`src/rtl/csa_stream_accumulator.sv`:
```
// Purpose: sums a packet of unsigned operands. The running total stays in carry-save (sum/carry)
//          form while operands arrive, then a chunked carry-propagate pass resolves it into one result.
// Ports:   clk/rst_n (async active-low); in_valid/in_ready/in_data/in_last for the operand stream;
//          out_valid/out_ready/out_sum/out_ovf for the result; busy is high whenever the state is not IDLE.
module csa_stream_accumulator #(
  parameter int WIDTH = 4,
  parameter int ACC_W = 8,
  parameter int CHUNK = 2
) (
  input  logic             clk,
  input  logic             rst_n,
  input  logic             in_valid,
  output logic             in_ready,
  input  logic [WIDTH-1:0] in_data,
  input  logic             in_last,
  output logic             out_valid,
  input  logic             out_ready,
  output logic [ACC_W-1:0] out_sum,
  output logic             out_ovf,
  output logic             busy
);

  localparam int N     = ACC_W / CHUNK;
  localparam int CNT_W = (N > 1) ? $clog2(N) : 1;

  typedef enum logic [1:0] {IDLE, ACCUM, RESOLVE, DONE} state_t;

  state_t             state;
  logic [ACC_W-1:0]   s, c, res;
  logic [CNT_W-1:0]   cnt;
  logic               cy;
  logic               ovf;

  logic [ACC_W-1:0]   d, s_nxt, m, res_nxt;
  logic [CHUNK:0]     chunk_sum;
  logic               accept;

  assign d      = {{(ACC_W-WIDTH){1'b0}}, in_data};
  assign s_nxt  = s ^ c ^ d;
  assign m      = (s & c) | (s & d) | (c & d);
  assign accept = in_valid && in_ready;

  // S and C shift right during RESOLVE, so the current chunk is always in the low bits.
  assign chunk_sum = {1'b0, s[CHUNK-1:0]} + {1'b0, c[CHUNK-1:0]} + {{CHUNK{1'b0}}, cy};

  // Each resolved chunk enters at the top of the result register. After N cycles, chunk 0 sits at the LSB.
  assign res_nxt = ACC_W'({chunk_sum[CHUNK-1:0], res} >> CHUNK);

  assign in_ready = (state == IDLE) || (state == ACCUM);
  assign busy     = (state != IDLE);

  always_ff @(posedge clk or negedge rst_n) begin
    if (!rst_n) begin
      state     <= IDLE;
      s         <= '0;
      c         <= '0;
      res       <= '0;
      cnt       <= '0;
      cy        <= 1'b0;
      ovf       <= 1'b0;
      out_valid <= 1'b0;
      out_sum   <= '0;
      out_ovf   <= 1'b0;
    end else begin
      case (state)
        IDLE: begin
          if (accept) begin
            s     <= d;
            c     <= '0;
            ovf   <= 1'b0;
            cnt   <= '0;
            cy    <= 1'b0;
            state <= in_last ? RESOLVE : ACCUM;
          end
        end
        ACCUM: begin
          if (accept) begin
            s <= s_nxt;
            c <= m << 1;
            // The carry shifted out of the top can never be cancelled by later unsigned operands.
            if (m[ACC_W-1]) ovf <= 1'b1;
            if (in_last) state <= RESOLVE;
          end
        end
        RESOLVE: begin
          s   <= s >> CHUNK;
          c   <= c >> CHUNK;
          res <= res_nxt;
          cy  <= chunk_sum[CHUNK];
          cnt <= cnt + CNT_W'(1);
          if (cnt == CNT_W'(N-1)) begin
            ovf       <= ovf | chunk_sum[CHUNK];
            out_sum   <= res_nxt;
            out_ovf   <= ovf | chunk_sum[CHUNK];
            out_valid <= 1'b1;
            cnt       <= '0;
            cy        <= 1'b0;
            state     <= DONE;
          end
        end
        DONE: begin
          if (out_ready) begin
            out_valid <= 1'b0;
            state     <= IDLE;
          end
        end
        default: state <= IDLE;
      endcase
    end
  end

endmodule

```
`config.mk`:
```
export PLATFORM = sky130hd
export DESIGN_NAME = csa_stream_accumulator
export DESIGN_NICKNAME = d
export VERILOG_FILES = /design/src/rtl/csa_stream_accumulator.sv
export SDC_FILE = /design/constraint.sdc
export NUM_CORES = 1
export LEC_CHECK = 0
export BUFFER_PORTS_ARGS = -buffer_cell sky130_fd_sc_hd__buf_2
export CORE_AREA = 5 5 132 71
export DETAILED_ROUTE_END_ITERATION = 7
export DIE_AREA = 0 0 137 76
export PLACE_DENSITY = 0.38
export RECOVER_POWER = 100
export SYNTH_ARGS = -nofsm -noshare
export SYNTH_HDL_FRONTEND = slang
export SYNTH_SLANG_ARGS = --single-unit
```
`constraint.sdc`:
```
create_clock -name clk -period 1.65 [get_ports clk]
set_input_delay 0.165 -clock clk [delete_from_list [all_inputs] [get_ports clk]]
set_output_delay 0.165 -clock clk [all_outputs]
set_load 0.005 [all_outputs]
```
==> results of run 1 <==
## path summary, 6_finish.rpt
path	startpoint	to
max in group asynchronous	rst_n	res[5]
min in group asynchronous	rst_n	s[3]
worst min register to register	out_sum[7]	out_sum[7]
worst max register to register	state[0]	res[3]
worst min-delay path	in_data[3]	s[3]
worst max-delay path	state[0]	in_ready
## worst reg2reg max path, delay by kind of cell (launching register included)
family                     cells  cell delay (ns)
adders and majority gates      1             0.27
buffers and inverters          2             0.40
DFF                            1             0.40
muxes                          1             0.38
## repair_timing
action,in CTS,in global routing
buffers inserted,1,1
cloned,0,0
pin swaps,0,1
setup endpoints to repair,1,7
hold endpoints to repair,24,0
hold buffers,1,0
gates resized for setup,2,6
## cells by family (layout without fill, tap and decap cells)
logic type | after synthesis | in the layout | synth area share, %
AND/OR/NAND/NOR | 44 | 44 | 9.43
buffers and inverters | 23 | 58 | 5.76
adder cells (fa/ha/maj) | 15 | 15 | 11.8
multiplexers | 14 | 14 | 8.35
AO/OA/AOI/OAI | 49 | 49 | 16.6
flip-flops | 38 | 38 | 48.1
## per-stage QoR
stage | worst slack, ns | area (um^2) | instances
3_5_place_dp | 0.0329 | 2330 | 324
4_1_cts | 0.0185 | 2500 | 334
6_report | 0.0777 | 2490 | 335
5_1_grt | 0.0112 | 2490 | 335
2_1_floorplan | 0.0632 | 1980 | 183
3_3_place_gp | 0.0582 | 2330 | 324
## per-layer routing
layer	global-route usage [%]	wire, um
met1	16.8	2840
met2	10.6	1460
met3	3.56	256
met4	2.99	65
met5	0	0
## power groups by stage
| stage | Combinational (mW) | Sequential [mW] | Clock (mW) |
|---|---|---|---|
| floorplan | 1.36 | 1.40 | 0 |
| global placement | 2.24 | 1.44 | 0 |
| detailed placement | 2.23 | 1.44 | 0 |
| CTS | 2.28 | 1.42 | 1.03 |
| global route | 2.52 | 1.46 | 1.07 |
| finish | 2.24 | 1.42 | 0.989 |
## cell type report
class | count | area [um^2]
repair buffers | 38 | 264
fillers | 857 | 5760
inverters | 12 | 45.0
clock buffers | 6 | 139
flip-flops and latches | 38 | 951
clock inverters | 2 | 12.5
multi-input cells | 122 | 937
well taps | 117 | 146
## flip-flops by register name, indices dropped and copies added, names as in the netlist
signal / count
state: 2
cy: 1
s: 8
ovf: 1
cnt: 2
c: 8
out_ovf: 1
out_sum: 8
out_valid: 1
res: 6
## cell usage in the layout (no fill, tap or decap), types with 2 or more instances in the layout
cell       instances
a31oi_1            2
clkbuf_16          5
a22oi_1           11
fa_2               2
mux2i_1            3
a22o_1             8
dfrtp_1           38
buf_4              7
nand2_1           28
ha_1               6
nand3_1            5
ha_2               2
inv_1             11
buf_12             4
clkbuf_1           9
clkbuf_2           2
mux2_2            10
nor2_1             7
nand2b_2           2
fa_1               4
o21ai_0           23
buf_2             14
==> out/qor.yml, run 1 <==
clock_tree:
  path_clk_slew_ns: 0.06
  htree_levels: 2
  root_buffer: "clkbuf_16"
  clock_sinks: 38
  cts_tree: "yes"
  clk_path_buf_depth: 2
  numCtsBuffers: 5
  clock_latency_ns: 0.28
power_and_ir_drop:
  sw_frac_of_total_pct: 38.2
  power.leakage_nw: 1.12
  p_per_area_mw_per_mm2: 1860
  switching_power_mw: 1.77
  power_frac_seq_pct: 30.5
  ir_worst_vdd_v: 0.000664
  internal_power_mw: 2.87
  pwr-share-clk_pct: 21.3
  combinationalPowerShare_pct: 48.2
  total_power_mw: 4.64
layout:
  drive_gt1_share_pct: 26.6
  nets: 241
  num_antenna_cells: 0
  area_delta_synth_final_pct: 26.2
  post-route-util_pct: 30.2
worst_setup_path:
  cp_cell_sequence: "buf_4, ha_4, or2_4, buf_2"
  crit_path_end_kind: "primary output"
  cp_top_family: "flip-flops"
  cp.buffers_inverters: 2
  critPathMaxStageDelay_ns: 0.40
  worstSetupPathType: "reg2out"
  cp.arrival_ns: 1.41
  slowest_stage: "dfrtp_1"
  crit_cells: 4
  cp-start-kind: "register"
  cp.required_ns: 1.48
  cp_max_fo: 5
  reg2reg_slack_ns: 0.08
  rr_worst_depth: 4
synth:
  netlist_area_mm2: 0.00198
  yosysMostFrequentCell: "dfrtp_1"
  synth_edf_count: 0
  ys_warn_count: 0
  synth_cell_types: 26
  synthCells: 183
  syn-num-nets: 207
  synth_top_area_cell: "dfrtp_1"
  synth_flop_cell: "dfrtp_1"
  async_reset_ff_share_pct: 100
  synth_common_cells: "dfrtp_1 (38), nand2_1 (28), o21ai_0 (24)"
  yosysTopAreaCellShare_pct: 48.1
  syn_avg_cell_area_um2: 10.8
  synth_area_leaders: "dfrtp_1 (48%), fa_1 (6.1%), o21ai_0 (6.1%), ha_1 (5.7%), mux2_2 (5.7%)"
  yosys_register_bits: 38
  ys_seq_area_share_pct: 48.1
route:
  wirelength_um: 4630
  via_per_inst: 4.19
  antenna_left: 0
  via_count: 1404
  wl_per_cell_um: 13.8
  drtIter0Drc: 99
  drc_errors: 0
  drt_pre_antenna_iters: 4
die:
  core_mm2: 0.00826
  start_util_pct: 23.9
  row_count: 24
  dieWidth_um: 137
  ios: 21
  dieHeight_um: 76
  dieArea_mm2: 0.0104
grt:
  antenna_found_initial: 0
  grt_max_degree: 33
  grt_pass1_vias: 1375
  grt-ovfl-total: 0
  grt_pass1_wl_um: 7800
  grt_util_all_layers_pct: 9.86
sta:
  hold_ws_ns: 0.206
  max_slew_margin_pct: 53.2
  post-route-min-period_ns: 1.57
  slew_viol_final: 0
  final_hold_viol_count: 0
  setup_viol: 0
  skew_ns: 0.00531
  worstMarginPinSlew_ns: 0.702
  rsz0062_at_grt: "no"
  fin_tns_setup_ns: 0
  fin_crit_sh_pct: 95.3
  max_freq_ghz: 0.636
place:
  gp_congestion: 0.735
  dp_hpwl_um: 3410
  io_buffers: 20
min_path:
  hold_path.class: "in2reg"
  whs_path_depth: 3
run:
  maxCapViolCount: 0
status:
  status: "finished clean"
Note: power is estimated with default switching activity, not from simulation.
==> run 2, diff against run 1 <==
--- a/config.mk
+++ b/config.mk
@@ -5,12 +5,14 @@
 export SDC_FILE = /design/constraint.sdc
 export NUM_CORES = 1
 export LEC_CHECK = 0
+export ABC_AREA = 1
 export BUFFER_PORTS_ARGS = -buffer_cell sky130_fd_sc_hd__buf_2
-export CORE_AREA = 5 5 132 71
+export CORE_AREA = 5 5 135 73
 export DETAILED_ROUTE_END_ITERATION = 7
-export DIE_AREA = 0 0 137 76
-export PLACE_DENSITY = 0.38
+export DIE_AREA = 0 0 140 78
+export PLACE_DENSITY = 0.37
 export RECOVER_POWER = 100
+export REMOVE_ABC_BUFFERS = 1
 export SYNTH_ARGS = -nofsm -noshare
 export SYNTH_HDL_FRONTEND = slang
 export SYNTH_SLANG_ARGS = --single-unit
==> out/qor.yml, run 2 <==
sta:
  post-route-min-period_ns: 1.58  # +0.00400 ns
  worstMarginPinSlew_ns: 1.17  # +0.467 ns
  max_slew_margin_pct: 22.1  # -31 points
  slew_viol_final: 0  # unchanged
  rsz0062_at_grt: "yes"
  final_hold_viol_count: 0  # unchanged
  max_freq_ghz: 0.634  # -0.25%
  skew_ns: 0.00670  # +0.00139 ns
  fin_crit_sh_pct: 95.5  # +0.24 points
  setup_viol: 0  # unchanged
  setup_ws_ns: 0.0737  # -0.00400 ns
clock_tree:
  cts_tree: "yes"
  path_clk_slew_ns: 0.06  # about the same
  root_buffer: "clkbuf_16"
  clk_path_buf_depth: 2  # unchanged
  clock_sinks: 38  # unchanged
  numCtsBuffers: 5  # unchanged
  htree_levels: 2  # unchanged
  clock_latency_ns: 0.28  # about the same
synth:
  synth_cell_types: 17  # -35%
  netlist_area_mm2: 0.00206  # +4.2%
  ys_seq_area_share_pct: 46.2  # -1.9 points
  synth_edf_count: 0  # unchanged
  synth_top_family_by_area: "simple AND/OR/NAND/NOR gates"
  yosysTopAreaCellShare_pct: 46.2  # -1.9 points
  synth_top_area_cell: "dfrtp_1"
  yosys_register_bits: 38  # unchanged
  synth_adder_area_share_pct: 11.3  # -0.47 points
  synth-simple-area-share_pct: 24.1  # +15 points
  synth_common_cells: "nand2_1 (103), dfrtp_1 (38), inv_1 (29)"
  synth_xor_area_share_pct: 0  # unchanged
  synthCells: 251  # +37%
  ys_warn_count: 0  # unchanged
  async_reset_ff_share_pct: 100  # unchanged
  synth_area_leaders: "dfrtp_1 (46%), nand2_1 (19%), fa_1 (5.8%), o21ai_0 (5.6%), ha_1 (5.5%)"
  syn_avg_cell_area_um2: 8.21  # -24%
  muxShareOfSynthArea_pct: 0  # -8.4 points
  synth_compound_area_share_pct: 8.57  # -8.0 points
  yosysMostFrequentCell: "nand2_1"
  synth_flop_cell: "dfrtp_1"
route:
  via_count: 1617  # +15%
  drtIter0Drc: 66  # -33%
  drt_pre_antenna_iters: 5  # +1
  via_per_inst: 4.01  # -4.3%
  drc_errors: 0  # unchanged
  wl_per_cell_um: 12.5  # -9.2%
  antenna_left: 0  # unchanged
  wirelength_um: 5050  # +9.2%
layout:
  layout_common_cells: "nand2_1 (103), dfrtp_1 (37), inv_1 (26)"
  multiInputGateArea_um2: 923  # -1.5%
  final_cell_area_mm2: 0.00252  # +1.2%
  layout_commonest_cell: "nand2_1"
  final_cells: 403  # +20%
  fillers: 921  # +7.5%
  top_regs: "c x8, out_sum x8, s x8"
  area_delta_synth_final_pct: 22.5
  drive_gt1_share_pct: 17.1  # -9.5 points
  nets: 309  # +28%
  seq_area_um2: 952  # +0.13%
  num_antenna_cells: 0  # unchanged
die:
  dieHeight_um: 78  # +2.6%
  core_mm2: 0.00847  # +2.5%
  start_util_pct: 24.3  # +0.38 points
  ios: 21  # unchanged
  dieWidth_um: 140  # +2.2%
  row_count: 24  # unchanged
  dieArea_mm2: 0.0109  # +4.9%
worst_setup_path:
  rr_worst_depth: 8  # +4
  r2r_end: "ovf"
  rr_startpoint: "c[0]"
  worstSetupPathType: "reg2reg"
  cp.required_ns: 1.87  # +0.39 ns
  cp-start-kind: "register"
  cp.arrival_ns: 1.80  # +0.39 ns
  cp_max_fo: 3  # -2
  reg2reg_slack_ns: 0.07  # about the same
  crit_path_end_kind: "register"
place:
  io_buffers: 20  # unchanged
  place_ws_ns: -0.00812  # -0.0410 ns
  gp_congestion: 0.779  # +6.0%
  place_area_mm2: 0.00234  # +0.54%
  dp_hpwl_um: 3710  # +8.9%
  place_inst: 393  # +21%
grt:
  grt_pass1_vias: 1625  # +18%
  grt-ovfl-total: 0  # unchanged
  grt_max_degree: 19  # -42%
  antenna_found_initial: 0  # unchanged
  grt_util_all_layers_pct: 10.1  # +0.26 points
  grt_pass1_wl_um: 8670  # +11%
status:
  status: "finished clean"
min_path:
  holdCritStartpoint: "in_data[1]"
  hold_path_end: "s[1]"
  whs_path_depth: 5  # +2
  hold_path.class: "in2reg"
power_and_ir_drop:
  p_per_area_mw_per_mm2: 1610  # -13%
  ir_worst_vdd_v: 0.000548  # -17%
  total_power_mw: 4.07  # -12%
  power.leakage_nw: 1.28  # +14%
run:
  maxCapViolCount: 0  # unchanged
run 2: cell count changes after synthesis, moves of 3 or more:
cell,previous run,this run
mux2i_1,3,0
inv_1,11,29
nand3_1,5,14
a22oi_1,11,0
a22o_1,8,0
nand2_1,28,103
buf_4,4,0
buf_6,1,5
mux2_2,10,0
a21oi_1,0,6
run 2: area by class of cell:
cell class / instances / share of cell area (%)
Sequential cell: 38 / 37.7
Multi-Input combinational cell: 174 / 36.6
Timing Repair Buffer: 35 / 9.12
Tap cell: 117 / 5.80
Clock buffer: 6 / 5.50
Inverter: 31 / 4.76
Clock inverter: 2 / 0.496
run 2: worst max-delay path: stages (launching register included):
cell	delay, ns
dfrtp_1	0.36
inv_2	0.06
fa_2	0.39
fa_2	0.39
nand2_1	0.08
nand2_1	0.05
nand2_1	0.05
nand3_1	0.07
nand2_1	0.07
run 2: repair_timing:
item | in CTS | in global routing
setup buffers | 0 | 1
pin swaps | 0 | 1
hold buffers | 1 | 0
endpoints found under the setup margin | 1 | 21
endpoints found under the hold margin | 16 | 0
resized for setup | 1 | 9
run 2: logic make-up (layout without fill, tap and decap cells):
kind of cell / Yosys count / in the layout
AO/OA/AOI/OAI: 33 / 33
adder cells (fa/ha/maj): 15 / 15
buffers and inverters: 39 / 74
flip-flops: 38 / 38
AND/OR/NAND/NOR: 126 / 126
run 2: worst max-delay path by stage:
stage | from | to | cells past startpoint
2_1_floorplan | state[0] | out_ovf | 6
3_3_place_gp | c[0] | ovf | 8
3_5_place_dp | c[0] | ovf | 8
4_1_cts | state[1] | in_ready | 5
5_1_grt | c[0] | ovf | 8
6_report | c[0] | ovf | 8
run 2: where the power goes:
part	internal, mW	leakage [nW]	total (mW)	switching (mW)
sequential	1.17	0.512	1.35	0.175
clock	0.599	0.0729	1.00	0.403
combinational	0.659	0.695	1.72	1.06
total	2.43	1.28	4.07	1.63
run 2: metal layers:
layer | vias to the layer above | share of wire [%] | track usage, %
li1 | 848 | - | -
met1 | 735 | 59 | 15.7
met2 | 29 | 36 | 13.2
met3 | 5 | 4.8 | 3.44
met4 | 0 | 0.91 | 2.32
met5 | - | 0 | 0
run 2: through the flow:
step           hold slack (ns)  setup TNS (ns)  utilization [%]
6_report                 0.227               0             29.8
5_1_grt                  0.256          -0.108             29.8
4_1_cts                  0.220               0             29.6
3_5_place_dp             0.155        -0.00812             27.7
3_3_place_gp             0.160               0             27.7
2_1_floorplan           -0.131         -0.0263                -
==> run 3, diff against run 2 <==
--- a/config.mk
+++ b/config.mk
@@ -12,7 +12,6 @@
 export DIE_AREA = 0 0 140 78
 export PLACE_DENSITY = 0.37
 export RECOVER_POWER = 100
-export REMOVE_ABC_BUFFERS = 1
 export SYNTH_ARGS = -nofsm -noshare
 export SYNTH_HDL_FRONTEND = slang
 export SYNTH_SLANG_ARGS = --single-unit
==> out/qor.yml, run 3 (synthesis gave the netlist of run 2 again) <==
power_and_ir_drop:
  power.leakage_nw: 1.29  # +0.94%
  ir_worst_vdd_v: 0.000525  # -4.4%
  p_per_area_mw_per_mm2: 1660  # +3.0%
  total_power_mw: 4.23  # +4.0%
grt:
  grt_pass1_wl_um: 8970  # +3.4%
  grt-ovfl-total: 0  # unchanged
  grt_pass1_vias: 1667  # +2.6%
  antenna_found_initial: 0  # unchanged
  grt_max_degree: 22  # +3
  grt_util_all_layers_pct: 10.5  # +0.43 points
layout:
  layout_commonest_cell: "nand2_1"
  drive_gt1_share_pct: 17.4  # +0.29 points
  top_regs: "c x8, out_sum x8, s x8"
  area_delta_synth_final_pct: 23.6
  multiInputGateArea_um2: 951  # +3.0%
  layout_common_cells: "nand2_1 (102), dfrtp_1 (37), inv_1 (28)"
  nets: 311  # +0.65%
  seq_area_um2: 952  # unchanged
  post-route-util_pct: 30.1  # +0.27 points
  final_cell_area_mm2: 0.00255  # +0.89%
  fillers: 949  # +3.0%
  num_antenna_cells: 0  # unchanged
worst_setup_path:
  cp.required_ns: 1.48  # -0.39 ns
  cp-start-kind: "register"
  cp.arrival_ns: 1.40  # -0.40 ns
  crit_path_end_kind: "primary output"
  worstSetupPathType: "reg2out"
  cp_max_fo: 6  # +3
route:
  antenna_left: 0  # unchanged
  wirelength_um: 5260  # +4.2%
  drtIter0Drc: 110  # +67%
  via_per_inst: 4.01  # about the same
  via_count: 1621  # +0.25%
  drc_errors: 0  # unchanged
  wl_per_cell_um: 13.0  # +3.9%
  drt_pre_antenna_iters: 4  # -1
place:
  gp_congestion: 0.753  # -3.4%
  io_buffers: 20  # unchanged
  dp_hpwl_um: 3960  # +6.7%
  place_area_mm2: 0.00232  # -0.75%
clock_tree:
  clock_sinks: 38  # unchanged
  root_buffer: "clkbuf_16"
  cts_tree: "yes"
  clock_latency_ns: 0.28  # about the same
  numCtsBuffers: 5  # unchanged
  htree_levels: 2  # unchanged
  clk_path_buf_depth: 2  # unchanged
  path_clk_slew_ns: 0.05  # about the same
die:
  dieHeight_um: 78  # unchanged
  dieArea_mm2: 0.0109  # unchanged
  start_util_pct: 24.3  # unchanged
  row_count: 24  # unchanged
  ios: 21  # unchanged
  core_mm2: 0.00847  # unchanged
  dieWidth_um: 140  # unchanged
status:
  status: "finished clean"
sta:
  post-route-min-period_ns: 1.57  # -0.00753 ns
  fin_tns_setup_ns: 0  # unchanged
  final_hold_viol_count: 0  # unchanged
  setup_viol: 0  # unchanged
  slew_viol_final: 0  # unchanged
  worstMarginPinSlew_ns: 0.569  # -0.600 ns
  max_slew_margin_pct: 62.1  # +40 points
  fin_crit_sh_pct: 95.1  # -0.46 points
  hold_ws_ns: 0.228  # +0.000537 ns
  skew_ns: 0.00630  # -0.000396 ns
  max_freq_ghz: 0.637  # +0.48%
  rsz0062_at_grt: "no"
run:
  maxCapViolCount: 0  # unchanged
min_path:
  hold_path.class: "in2reg"
synth:
  syn-num-nets: 275
## run 3: changes by cell type in the layout (fill, tap and decap cells not counted), moves of 2 or more
| cell | delta |
|---|---|
| inv_1 | +2 |
| ha_1 | -2 |
| clkbuf_2 | +3 |
| ha_4 | +2 |
| clkinvlp_4 | -2 |
| buf_12 | -2 |
## run 3: path summary, 6_finish.rpt
check	startpoint	endpoint	slack, ns	cells past startpoint
min reg2reg	out_sum[0]	out_sum[0]	0.48	2
max in group asynchronous	rst_n	c[3]	0.37	3
max	state[0]	in_ready	0.08	5
max reg2reg	cy	ovf	0.11	8
min in group asynchronous	rst_n	out_sum[2]	0.39	2
min	in_last	state[0]	0.23	4
## run 3: layout make-up
cell class | count | area share, %
clock buffers | 6 | 5.45
multi-input cells | 174 | 37.3
inverters | 31 | 4.57
repair buffers | 37 | 8.30
well taps | 117 | 5.75
flip-flops and latches | 38 | 37.4
clock inverters | 1 | 1.18
## run 3: repair_timing
action	4_1_cts	5_1_grt
gates resized for setup	2	9
hold buffers	1	0
endpoints found under the hold margin	19	0
setup endpoints to repair	2	25
setup buffers	1	1
pin swaps	0	3
## run 3: report_power, final
group | total, mW | internal [mW] | switching (mW)
clock | 1.13 | 0.746 | 0.386
combinational | 1.76 | 0.675 | 1.08
sequential | 1.34 | 1.17 | 0.164
total | 4.23 | 2.60 | 1.63
## run 3: critical path: stages (launching register included)
cell and delay, ns:
dfrtp_2 0.45, ha_2 0.23, buf_4 0.16, nor2_2 0.12, inv_1 0.05, buf_2 0.12
## run 3: layer usage
metal / GRT usage [%] / up-vias / wire length (um)
li1: - / 848 / -
met1: 17.5 / 735 / 3160
met2: 12.0 / 30 / 1750
met3: 3.32 / 8 / 283
met4: 3.19 / 0 / 69
met5: 0 / - / 0
## run 3: per-stage QoR
step / setup slack [ns] / cells
2_1_floorplan: 0.0480 / 251
3_3_place_gp: 0.0131 / 394
3_5_place_dp: -0.00418 / 394
4_1_cts: 0.0286 / 403
5_1_grt: 0.00124 / 404
6_report: 0.0812 / 404
